$ cat src/rtl/tv_b_gone_trigger_pkg.sv
// Shared types and 12 MHz board defaults for the tv_b_gone push-button front-end.
// The optional LED blink modes (TV_B_GONE_TRIGGER_BLINK_EN) use led_mode_t.
package tv_b_gone_trigger_pkg;

   typedef enum logic [1:0] {
      IDLE      = 2'd0,
      HOLD      = 2'd1,
      LONG_REL  = 2'd2,
      START_REQ = 2'd3
   } trigger_state_t;

   typedef enum logic [1:0] {
      LED_OFF   = 2'd0,
      LED_SOLID = 2'd1,
      LED_LOOP  = 2'd2,
      LED_ERR   = 2'd3
   } led_mode_t;

   localparam int DEF_CNT_WIDTH            = 24;
   localparam int DEF_DEBOUNCE_CYCLES      = 120000;    // 10 ms
   localparam int DEF_LONG_PRESS_CYCLES    = 12000000;  // 1 s
   localparam int DEF_START_TIMEOUT_CYCLES = 1200000;   // 100 ms
   localparam int DEF_BLINK_HALF_CYCLES    = 3000000;   // 250 ms

   // Cycle counts must fit the counters and leave room for a "last" value.
   function automatic bit param_ok(int value, int width);
      return (value >= 2) && (longint'(value) < (longint'(1) << width));
   endfunction

endpackage

$ cat src/rtl/tv_b_gone_trigger_if.sv
// Button / core-control bundle between the trigger front-end (master) and its surroundings (slave).
interface tv_b_gone_trigger_if;
   logic btn_in;
   logic busy_in;
   logic start_out;
   logic loop_forever_out;
   logic error_out;
   logic status_led_out;

   // start_out is a level request: it stays high until busy_in is sampled high
   // (dropped the following cycle) or the acknowledge timeout expires.
   modport master (
      input  btn_in, busy_in,
      output start_out, loop_forever_out, error_out, status_led_out
   );

   modport slave (
      output btn_in, busy_in,
      input  start_out, loop_forever_out, error_out, status_led_out
   );
endinterface

$ cat src/rtl/tv_b_gone_trigger_sync_debounce.sv
// Two-flop synchronizer plus counting debouncer for the raw button; emits one-cycle
// rise/fall pulses of the debounced level.
module trigger_sync_debounce
   import tv_b_gone_trigger_pkg::*;
#(
   parameter int CNT_WIDTH       = DEF_CNT_WIDTH,
   parameter int DEBOUNCE_CYCLES = DEF_DEBOUNCE_CYCLES
) (
   input  logic clock_in,
   input  logic reset_in,
   input  logic btn_in,
   output logic rise,
   output logic fall
);

   localparam logic [CNT_WIDTH-1:0] DEB_LAST = CNT_WIDTH'(DEBOUNCE_CYCLES - 1);

   logic                 sync1;
   logic                 sync2;
   logic                 level;
   logic                 level_prev;
   logic [CNT_WIDTH-1:0] cnt;

   // cnt counts consecutive cycles the synchronized input disagrees with level.
   always_ff @(posedge clock_in) begin
      if (reset_in) begin
         sync1      <= 1'b0;
         sync2      <= 1'b0;
         level      <= 1'b0;
         level_prev <= 1'b0;
         cnt        <= '0;
      end else begin
         sync1      <= btn_in;
         sync2      <= sync1;
         level_prev <= level;
         if (sync2 == level) begin
            cnt <= '0;
         end else if (cnt == DEB_LAST) begin
            level <= sync2;
            cnt   <= '0;
         end else begin
            cnt <= cnt + CNT_WIDTH'(1);
         end
      end
   end

   assign rise = level & ~level_prev;
   assign fall = ~level & level_prev;

endmodule

$ cat src/rtl/tv_b_gone_trigger.sv
// Push-button front-end for tv_b_gone: short press = one sweep, long press = toggle loop mode.
// Define TV_B_GONE_TRIGGER_BLINK_EN for blinking status LED modes (default: LED = busy | error).
module tv_b_gone_trigger
   import tv_b_gone_trigger_pkg::*;
#(
   parameter int CNT_WIDTH            = DEF_CNT_WIDTH,
   parameter int DEBOUNCE_CYCLES      = DEF_DEBOUNCE_CYCLES,
   parameter int LONG_PRESS_CYCLES    = DEF_LONG_PRESS_CYCLES,
   parameter int START_TIMEOUT_CYCLES = DEF_START_TIMEOUT_CYCLES,
   parameter int BLINK_HALF_CYCLES    = DEF_BLINK_HALF_CYCLES
) (
   input  logic                  clock_in,
   input  logic                  reset_in,
   tv_b_gone_trigger_if.master   bus,
   output trigger_state_t        state_dbg
);

   if (!param_ok(DEBOUNCE_CYCLES, CNT_WIDTH) || !param_ok(LONG_PRESS_CYCLES, CNT_WIDTH) ||
       !param_ok(START_TIMEOUT_CYCLES, CNT_WIDTH) || !param_ok(BLINK_HALF_CYCLES, CNT_WIDTH)) begin : g_param_check
      $error("tv_b_gone_trigger: cycle parameters must be >= 2 and < 2**CNT_WIDTH");
   end

   localparam logic [CNT_WIDTH-1:0] LONG_LAST = CNT_WIDTH'(LONG_PRESS_CYCLES - 1);
   localparam logic [CNT_WIDTH-1:0] TO_LAST   = CNT_WIDTH'(START_TIMEOUT_CYCLES - 1);

   logic                 rise;
   logic                 fall;
   trigger_state_t       state;
   logic [CNT_WIDTH-1:0] hold_cnt;
   logic [CNT_WIDTH-1:0] to_cnt;
   logic                 start_q;
   logic                 loop_q;
   logic                 error_q;
   logic                 led_q;

   trigger_sync_debounce #(
      .CNT_WIDTH       (CNT_WIDTH),
      .DEBOUNCE_CYCLES (DEBOUNCE_CYCLES)
   ) u_sync_debounce (
      .clock_in (clock_in),
      .reset_in (reset_in),
      .btn_in   (bus.btn_in),
      .rise     (rise),
      .fall     (fall)
   );

   always_ff @(posedge clock_in) begin
      if (reset_in) begin
         state    <= IDLE;
         hold_cnt <= '0;
         to_cnt   <= '0;
         start_q  <= 1'b0;
         loop_q   <= 1'b0;
         error_q  <= 1'b0;
      end else begin
         if (rise && state != START_REQ) error_q <= 1'b0;
         case (state)
            IDLE: begin
               if (rise) begin
                  state    <= HOLD;
                  hold_cnt <= '0;
               end
            end
            HOLD: begin
               if (hold_cnt != '1) hold_cnt <= hold_cnt + CNT_WIDTH'(1);
               if (fall && hold_cnt < LONG_LAST) begin
                  if (!bus.busy_in) begin
                     state   <= START_REQ;
                     start_q <= 1'b1;
                     to_cnt  <= '0;
                  end else begin
                     // Busy core in loop mode: dropping loop lets it finish the current sweep.
                     loop_q <= 1'b0;
                     state  <= IDLE;
                  end
               end else if (fall) begin
                  // Release on the very cycle the long threshold is reached: toggle and release together.
                  loop_q <= ~loop_q;
                  if (!loop_q && !bus.busy_in) begin
                     state   <= START_REQ;
                     start_q <= 1'b1;
                     to_cnt  <= '0;
                  end else begin
                     state <= IDLE;
                  end
               end else if (hold_cnt == LONG_LAST) begin
                  loop_q <= ~loop_q;
                  state  <= LONG_REL;
               end
            end
            LONG_REL: begin
               if (fall) begin
                  if (loop_q && !bus.busy_in) begin
                     state   <= START_REQ;
                     start_q <= 1'b1;
                     to_cnt  <= '0;
                  end else begin
                     state <= IDLE;
                  end
               end
            end
            START_REQ: begin
               if (bus.busy_in) begin
                  start_q <= 1'b0;
                  state   <= IDLE;
               end else if (to_cnt == TO_LAST) begin
                  start_q <= 1'b0;
                  error_q <= 1'b1;
                  loop_q  <= 1'b0;
                  state   <= IDLE;
               end else begin
                  to_cnt <= to_cnt + CNT_WIDTH'(1);
               end
            end
            default: state <= IDLE;
         endcase
      end
   end

`ifdef TV_B_GONE_TRIGGER_BLINK_EN
   if (BLINK_HALF_CYCLES / 4 < 1) begin : g_blink_check
      $error("tv_b_gone_trigger: BLINK_HALF_CYCLES must be >= 4");
   end

   localparam logic [CNT_WIDTH-1:0] LOOP_LAST = CNT_WIDTH'(BLINK_HALF_CYCLES - 1);
   localparam logic [CNT_WIDTH-1:0] ERR_LAST  = CNT_WIDTH'(BLINK_HALF_CYCLES / 4 - 1);

   led_mode_t            mode;
   led_mode_t            mode_q;
   logic [CNT_WIDTH-1:0] blink_cnt;
   logic [CNT_WIDTH-1:0] blink_last;

   always_comb begin
      mode = LED_OFF;
      if (bus.busy_in)  mode = LED_SOLID;
      else if (error_q) mode = LED_ERR;
      else if (loop_q)  mode = LED_LOOP;
   end

   assign blink_last = (mode == LED_ERR) ? ERR_LAST : LOOP_LAST;

   // Every mode change restarts the blink phase with the LED on.
   always_ff @(posedge clock_in) begin
      if (reset_in) begin
         led_q     <= 1'b0;
         mode_q    <= LED_OFF;
         blink_cnt <= '0;
      end else if (mode != mode_q) begin
         mode_q    <= mode;
         blink_cnt <= '0;
         led_q     <= (mode != LED_OFF);
      end else if (mode == LED_LOOP || mode == LED_ERR) begin
         if (blink_cnt == blink_last) begin
            blink_cnt <= '0;
            led_q     <= ~led_q;
         end else begin
            blink_cnt <= blink_cnt + CNT_WIDTH'(1);
         end
      end
   end
`else
   always_ff @(posedge clock_in) begin
      if (reset_in) led_q <= 1'b0;
      else          led_q <= bus.busy_in | error_q;
   end
`endif

   assign bus.start_out        = start_q;
   assign bus.loop_forever_out = loop_q;
   assign bus.error_out        = error_q;
   assign bus.status_led_out   = led_q;
   assign state_dbg            = state;

endmodule

$ cat src/flat_wrapper.sv
// flat-port wrapper written by rule: the top's interface ports become plain ports
module tv_b_gone_trigger_flat import tv_b_gone_trigger_pkg::*;
#(
   parameter int CNT_WIDTH            = DEF_CNT_WIDTH,
   parameter int DEBOUNCE_CYCLES      = DEF_DEBOUNCE_CYCLES,
   parameter int LONG_PRESS_CYCLES    = DEF_LONG_PRESS_CYCLES,
   parameter int START_TIMEOUT_CYCLES = DEF_START_TIMEOUT_CYCLES,
   parameter int BLINK_HALF_CYCLES    = DEF_BLINK_HALF_CYCLES
)
  (clock_in, reset_in, state_dbg, bus_btn_in, bus_busy_in, bus_start_out, bus_loop_forever_out, bus_error_out, bus_status_led_out);
  tv_b_gone_trigger_if bus_i ();
  input  logic clock_in;
  input  logic reset_in;
  output trigger_state_t state_dbg;
  input wire logic [$bits(bus_i.btn_in)-1:0] bus_btn_in;
  input wire logic [$bits(bus_i.busy_in)-1:0] bus_busy_in;
  output wire logic [$bits(bus_i.start_out)-1:0] bus_start_out;
  output wire logic [$bits(bus_i.loop_forever_out)-1:0] bus_loop_forever_out;
  output wire logic [$bits(bus_i.error_out)-1:0] bus_error_out;
  output wire logic [$bits(bus_i.status_led_out)-1:0] bus_status_led_out;
  assign bus_i.btn_in = bus_btn_in;
  assign bus_i.busy_in = bus_busy_in;
  assign bus_start_out = bus_i.start_out;
  assign bus_loop_forever_out = bus_i.loop_forever_out;
  assign bus_error_out = bus_i.error_out;
  assign bus_status_led_out = bus_i.status_led_out;
  tv_b_gone_trigger #(.CNT_WIDTH(CNT_WIDTH), .DEBOUNCE_CYCLES(DEBOUNCE_CYCLES), .LONG_PRESS_CYCLES(LONG_PRESS_CYCLES), .START_TIMEOUT_CYCLES(START_TIMEOUT_CYCLES), .BLINK_HALF_CYCLES(BLINK_HALF_CYCLES)) u_core (.clock_in(clock_in), .reset_in(reset_in), .bus(bus_i), .state_dbg(state_dbg));
endmodule
$ cat config.mk
export PLATFORM = sky130hd
export DESIGN_NAME = tv_b_gone_trigger_flat
export DESIGN_NICKNAME = d
export VERILOG_FILES = /design/src/rtl/tv_b_gone_trigger_pkg.sv /design/src/rtl/tv_b_gone_trigger_if.sv /design/src/rtl/tv_b_gone_trigger_sync_debounce.sv /design/src/rtl/tv_b_gone_trigger.sv /design/src/flat_wrapper.sv
export SDC_FILE = /design/constraint.sdc
export NUM_CORES = 1
export LEC_CHECK = 0
export CORE_ASPECT_RATIO = 1.75
export CORE_MARGIN = 4
export CORE_UTILIZATION = 56
export DETAILED_ROUTE_END_ITERATION = 8
export HOLD_SLACK_MARGIN = 0.1
export PLACE_DENSITY = 0.76
export SLEW_MARGIN = 20
export SYNTH_ARGS = -nofsm -noshare
export SYNTH_HDL_FRONTEND = slang
export SYNTH_SLANG_ARGS = --single-unit
export TNS_END_PERCENT = 30
$ cat constraint.sdc
create_clock -name clock_in -period 2.19 [get_ports clock_in]
set_input_delay 0.438 -clock clock_in [delete_from_list [all_inputs] [get_ports clock_in]]
set_output_delay 0.438 -clock clock_in [all_outputs]
set_load 0.01 [all_outputs]
Yosys cells after proc, flatten, opt, wreduce, memory -nomap -nowiden
Cells that the tools add are included.

Memories: 0. Register bits: 82. Bits in read-only memories: 0. Input port bits: 4. Memory bits (writable): 0. Latch bits: 0. Output and inout port bits: 6.

Equality and inequality tests: 22. Divide/modulo/power cells: 0. Shift-type cells: 0. Add/sub/neg operators: 3. Bitwise logic cells: 7. Mux-type cells: 42. Multiply operators: 0. Magnitude comparators: 1. Reductions and logical operators: 17.

Operators by type and width (number): 24-bit 2-to-1 mux (10); 24-bit by 1-bit adder with 24-bit output (second input constant) (3); 24-bit case mux with 3 select lines (1); 24-bit case mux with 2 select lines (1); 24-bit by 17-bit == test with 1-bit output (second input constant) (1); 24-bit by 21-bit == test with 1-bit output (second input constant) (1); 24-bit == test (second input constant) (1); 24-bit < comparator (second input constant) (1); 24-bit inequality test (second input constant) (1); 2-bit 2-to-1 mux (10); 1-bit 2-to-1 mux (17); 2-bit by 1-bit inequality test with 1-bit output (second input constant) (5); 2-bit case mux with 4 select lines (1); 8-bit AND reduction (1); 7-bit AND reduction (1); 2-bit inequality test (second input constant) (3); 3-bit by 1-bit inequality test with 1-bit output (second input constant) (2); 3-bit inequality test (second input constant) (2); 5-bit AND reduction (1); 2-bit == test (second input constant) (2); 1-bit logical AND (4); 4-bit by 1-bit inequality test with 1-bit output (second input constant) (1); 1-bit NOT (4); 4-bit AND reduction (1); other kinds (14) (17).

Longest topological paths before layout
Gate-level depths: netlist of the first run.

Word-level depth: 7. Depth in mapped cells: 9.

Modules after synthesis
From an unflattened synthesis of the first run, not the netlist that was laid out.

Cell total of the unflattened synthesis: 530. Area, all modules: 4369.2 µm².

By module, submodules not included: tv_b_gone_trigger (area an instance 3078.0 µm², cells each 386, seq. area each 1081.0 µm², instances 1); trigger_sync_debounce (area an instance 1291.2 µm², cells each 144, seq. area each 560.5 µm², instances 1).

Worst setup path after synthesis of the first run
OpenSTA, ideal clock, no wires.

Path kind: register to register. Start point: register u_core.to_cnt[0]. End point: register u_core.to_cnt[2]. Path buffers: 2. Stages on the path, launching flop included: 10. Data required time: 2.051 ns. Slack: 0.109 ns. Arrival time: 1.943 ns. Clock period less this slack: 2.081 ns. Path through: dfxtp_1 ha_1 nand3_2 or2_4 nor4_4 buf_4 nor3_4 buf_2 a21oi_1 a211oi_2.

Word-level cells in the longest chain between the ends: 4.

Ends and longest elaborated chain: from (decl) (RTL line tv_b_gone_trigger.sv:30) `logic [CNT_WIDTH-1:0] to_cnt;`; from (signal assigned) (RTL line tv_b_gone_trigger.sv:112) `to_cnt <= to_cnt + CNT_WIDTH'(1);`; 24-bit by 1-bit adder with 24-bit output (RTL line tv_b_gone_trigger.sv:112); 24-bit 2-to-1 mux (RTL line tv_b_gone_trigger.sv:106) `end else if (to_cnt == TO_LAST) begin`; 24-bit 2-to-1 mux (RTL line tv_b_gone_trigger.sv:103) `if (bus.busy_in) begin`; 24-bit case mux with 3 select lines (RTL line tv_b_gone_trigger.sv:57) `case (state)`.

Parallel ways exist; a longest one is shown, timed or not. The select of a mux whose other input is x is not followed. A chain may end at the register's enable or synchronous reset.

Worst setup path after layout of the first run
Start point: register u_core.to_cnt[14]. End point: register u_core.state[0], in the netlist u_core.state_dbg[0].

Word-level cells in the longest chain between the ends: 3.

Ends and longest elaborated chain: 24-bit by 21-bit == test with 1-bit output (RTL line tv_b_gone_trigger.sv:106); 3-bit by 2-bit inequality test with 1-bit output (no line); 4-bit AND reduction (no line); to (signal assigned) (RTL line tv_b_gone_trigger.sv:105) `state <= IDLE;`; to (signal assigned) (RTL line tv_b_gone_trigger.sv:110) `state <= IDLE;`; to (signal assigned) (RTL line tv_b_gone_trigger.sv:115) `default: state <= IDLE;`; to (decl) (RTL line tv_b_gone_trigger.sv:28) `trigger_state_t state;`.

No other way between the ends.

==> results.md, run 1 <==
- VDD IR max: 0.4132 mV
- CTS sink count: 82
- Die width: 73.57 µm
- Yosys reg bits: 82
- Slew @ Worst Pin: between 600 and 700 ps
- Antenna violations before repair: 0
- Most common cell after layout, fill and taps aside: dfxtp_1
- Post-synth EDFFs: 0
- Worst Skew: 5.588 ps
- Crit-path slowest cell: dfxtp_2
- Most frequent cells in the layout: dfxtp_1 (80), nor2_1 (61), nand2_1 (39)
- Crit. End Element: flip-flop
- CP peak stage delay: roughly 350 ps
- Drt pass-1 iters: 5
- Clock Path Buffers: 2
- Mapped Area: around 0.0042 mm²
- FFs w/ async S/R, synth: 0%
- R2R cell count: 8
- HPWL Detailed: roughly 6900 µm
- DR DRC count: 0
- Final ANT Viol Nets: 0
- Hold depth: 1
- Clk Latency, worst-skew pair: 340 ps
- Rows: ~40
- Fillers: approximately 580
- Synth warnings: 0
- Final setup margin: 132.8 ps
- Endpoints failing setup: 0
- Hold Path Sink: u_core.u_sync_debounce.sync2
- Leakage Power: 0.001652 µW
- Reg2reg setup slack: 130 ps
- GR Overflow Total: 0
- Total Power: 3194 µW
- Gate Count Post-Synth: 487
- Drt total wl: 9760 µm
- Multi-input gate area: 0.002489 mm²
- Buffers & Inverters on Critical Path: 2
- Fin crit period: 2057 ps
- Synth Flop Type: dfxtp_1
- CP arrival: between 2000 and 2500 ps
- Crit-path most repeated cell: buf_4
- Max Freq: between 400 and 500 MHz
- CP Launch Type: flip-flop
- Core Region: 0.007284 mm²
- TritonCTS clock tree: built
- Maximum number of pins on one net before global-route repair: 25
- First-pass GRT wire length: about 16000 µm
- Layout cells sized above 1: between 15 and 20%
- Antenna Cells: 0
- Clk root buf: clkbuf_16
- Top Family by Delay on Critical Path: simple AND/OR/NAND/NOR gates
- Port Buffer Count: 9
- Status: completed
- Max-slew violation total from the final report: 0
- Max Cap Viol: 0
- Dpl ws: between 2 and 2.5 ps
- Tightest Hold Check Type: reg -> reg
- Die Height: 122.7 µm
- Die ar.: 0.009029 mm²
- Syn Area/Cell: between 8 and 9 µm²
- Vias in the first global route: between 3000 and 4000
- Post-Syn Nets: 494
- Nets: 528
- WP data required: 2400 ps
- Via Count: approximately 3700
- CTS H-Tree Depth: 3
- Hold Path Origin: u_core.u_sync_debounce.sync1
- GR Util All Layers: 22.80%
- Worst path cell trace: nor4bb_4, nand3_2, nor4_4, buf_4, buf_4, a2111oi_0, a211oi_1, nor3_1
- Crit Reg-Reg Endpoint: u_core.state_dbg[0]
- Routed vias/inst: 6.080
- Largest fanout on the critical path: 8
- Post-synthesis to final-layout area growth: 18.74%
- P per Cell Area: 638.5 mW/mm²
- WS Path Type: reg -> reg
- Initial Util: 57.83%
- CTS Buf Count: 9
- # IOs: 10
- DRT iter0 DRCs: 221
- Rel. slew slack: 55.37%
- Clock transition at path regs: 60 ps
- Synth unique cells: 62
- Seq/Total Area, Yosys: slightly below 40%
- Routability cong.: 0.8599
- Hold Fails Final Rpt: 0
- Fin crit share: 93.94%
- Worst R2R Start: u_core.to_cnt[14]
- DR WL/cell: 15.95 µm
- Sequential cell area: 0.001644 mm²
==> worst max path at each step <==
stage | depth (start not counted) | to | startpoint | slack (ps)
3_3_place_gp | 7 | u_core.to_cnt[5] | bus_busy_in | 90
4_1_cts | 8 | u_core.to_cnt[8] | u_core.to_cnt[0] | 30
6_report | 8 | u_core.state_dbg[0] | u_core.to_cnt[14] | 130
5_1_grt | 8 | u_core.state_dbg[0] | u_core.to_cnt[14] | -20
2_1_floorplan | 9 | u_core.to_cnt[2] | u_core.to_cnt[0] | 110
3_5_place_dp | 7 | u_core.to_cnt[8] | bus_busy_in | 2
==> synthesized netlist by cell type, types with 4 or more instances <==
cell type	instances	area share, %
a211oi_2	6	1.8
clkbuf_1	10	0.89
xor2_1	29	6.0
and3_1	21	3.1
nor2b_1	9	1.3
or3_1	4	0.59
nor4_1	9	1.3
a21oi_1	24	2.9
nor2_1	61	5.4
o21ai_0	15	1.8
o32ai_2	5	1.9
buf_2	6	0.71
nand4_1	12	1.8
inv_1	12	1.1
a311oi_1	5	1.0
nand3_1	28	3.3
a41oi_1	4	0.83
dfxtp_1	82	39
xnor2_1	13	2.7
nand2_1	39	3.5
a31oi_1	7	1.0
a311oi_2	6	2.1
nand2b_1	4	0.59
and4_1	6	1.2
nor3_1	15	1.8
o21a_1	4	0.71
==> area by class of cell <==
| cell class | instances | share of cell area [%] |
|---|---|---|
| multi-input cells | 371 | 49.75 |
| flip-flops and latches | 82 | 32.87 |
| repair buffers | 44 | 7.704 |
| clock buffers | 10 | 4.777 |
| well taps | 86 | 2.151 |
| clock inverters | 6 | 1.776 |
| inverters | 13 | 0.9755 |
==> state kept, by name (all words and copies together), names as in the netlist <==
signal and count:
u_core.hold_cnt 24, u_core.to_cnt 24, u_core.u_sync_debounce.cnt 24, u_core.state_dbg 2
u_core.bus.error_out 1, u_core.bus.loop_forever_out 1, u_core.bus.start_out 1, u_core.bus.status_led_out 1
u_core.u_sync_debounce.level 1, u_core.u_sync_debounce.level_prev 1, u_core.u_sync_debounce.sync1 1, u_core.u_sync_debounce.sync2 1
==> power by group <==
part | switching [µW] | total, µW | internal [µW]
sequential | 2.11 | 1500 | 1490
combinational | 35.9 | 54.9 | 19.0
clock | 612 | 1640 | 1030
==> routing by layer <==
metal / up-vias / part of all wire [%] / GRT usage (%)
met2: 71 / 54 / 40.06
met3: 19 / 2.9 / 5.000
li1: 1853 / - / -
met5: - / 0 / 0
met1: 1778 / 40 / 24.83
met4: 0 / 2.9 / 11.90
==> what timing repair did <==
item / in CTS / in global routing
setup endpoints to repair: 0 / 23
setup buffers: 0 / 1
resized for setup: 0 / 13
hold buffers: 0 / 0
==> cells by family after synthesis <==
logic type | Yosys count | synth area share (%)
AO/OA/AOI/OAI | 98 | 18.98
XOR/XNOR | 42 | 8.732
adder cells (fa/ha/maj) | 3 | 0.8911
buffers and inverters | 34 | 3.683
flip-flops | 82 | 38.97
multiplexers | 3 | 0.7128
AND/OR/NAND/NOR | 225 | 28.04
==> stage by stage <==
stage / std cells / TNS, ps / cell area (µm²) / hold WS [ps] / util (%)
after floorplan: 487 / 0 / 4213 / 413.8 / -
after CTS: 611 / 0 / 4920 / 444.0 / 67.54
after detailed placement: 595 / 0 / 4592 / 429.2 / 63.04
after global placement: 595 / 0 / 4592 / 433.6 / 63.04
after global routing: 612 / -17.30 / 5002 / 461.2 / 68.67
final: 612 / 0 / 5002 / 439.1 / 68.67
Note: power is estimated with default switching activity, not from simulation.
==> run 2: changes to the inputs <==
--- a/config.mk
+++ b/config.mk
@@ -5,6 +5,8 @@
 export SDC_FILE = /design/constraint.sdc
 export NUM_CORES = 1
 export LEC_CHECK = 0
+export ABC_AREA = 0
+export CAP_MARGIN = 20
 export CORE_ASPECT_RATIO = 1.75
 export CORE_MARGIN = 4
 export CORE_UTILIZATION = 56
==> results of run 2 <==
No change in the layout: final DEF, timing and power equal those of run 1.
==> run 3: changes to the inputs <==
--- a/config.mk
+++ b/config.mk
@@ -11,6 +11,7 @@
 export CORE_MARGIN = 4
 export CORE_UTILIZATION = 56
 export DETAILED_ROUTE_END_ITERATION = 8
+export GPL_ROUTABILITY_DRIVEN = 1
 export HOLD_SLACK_MARGIN = 0.1
 export PLACE_DENSITY = 0.76
 export SLEW_MARGIN = 20
==> results of run 3 <==
No change in the layout: final DEF, timing and power equal those of run 1.
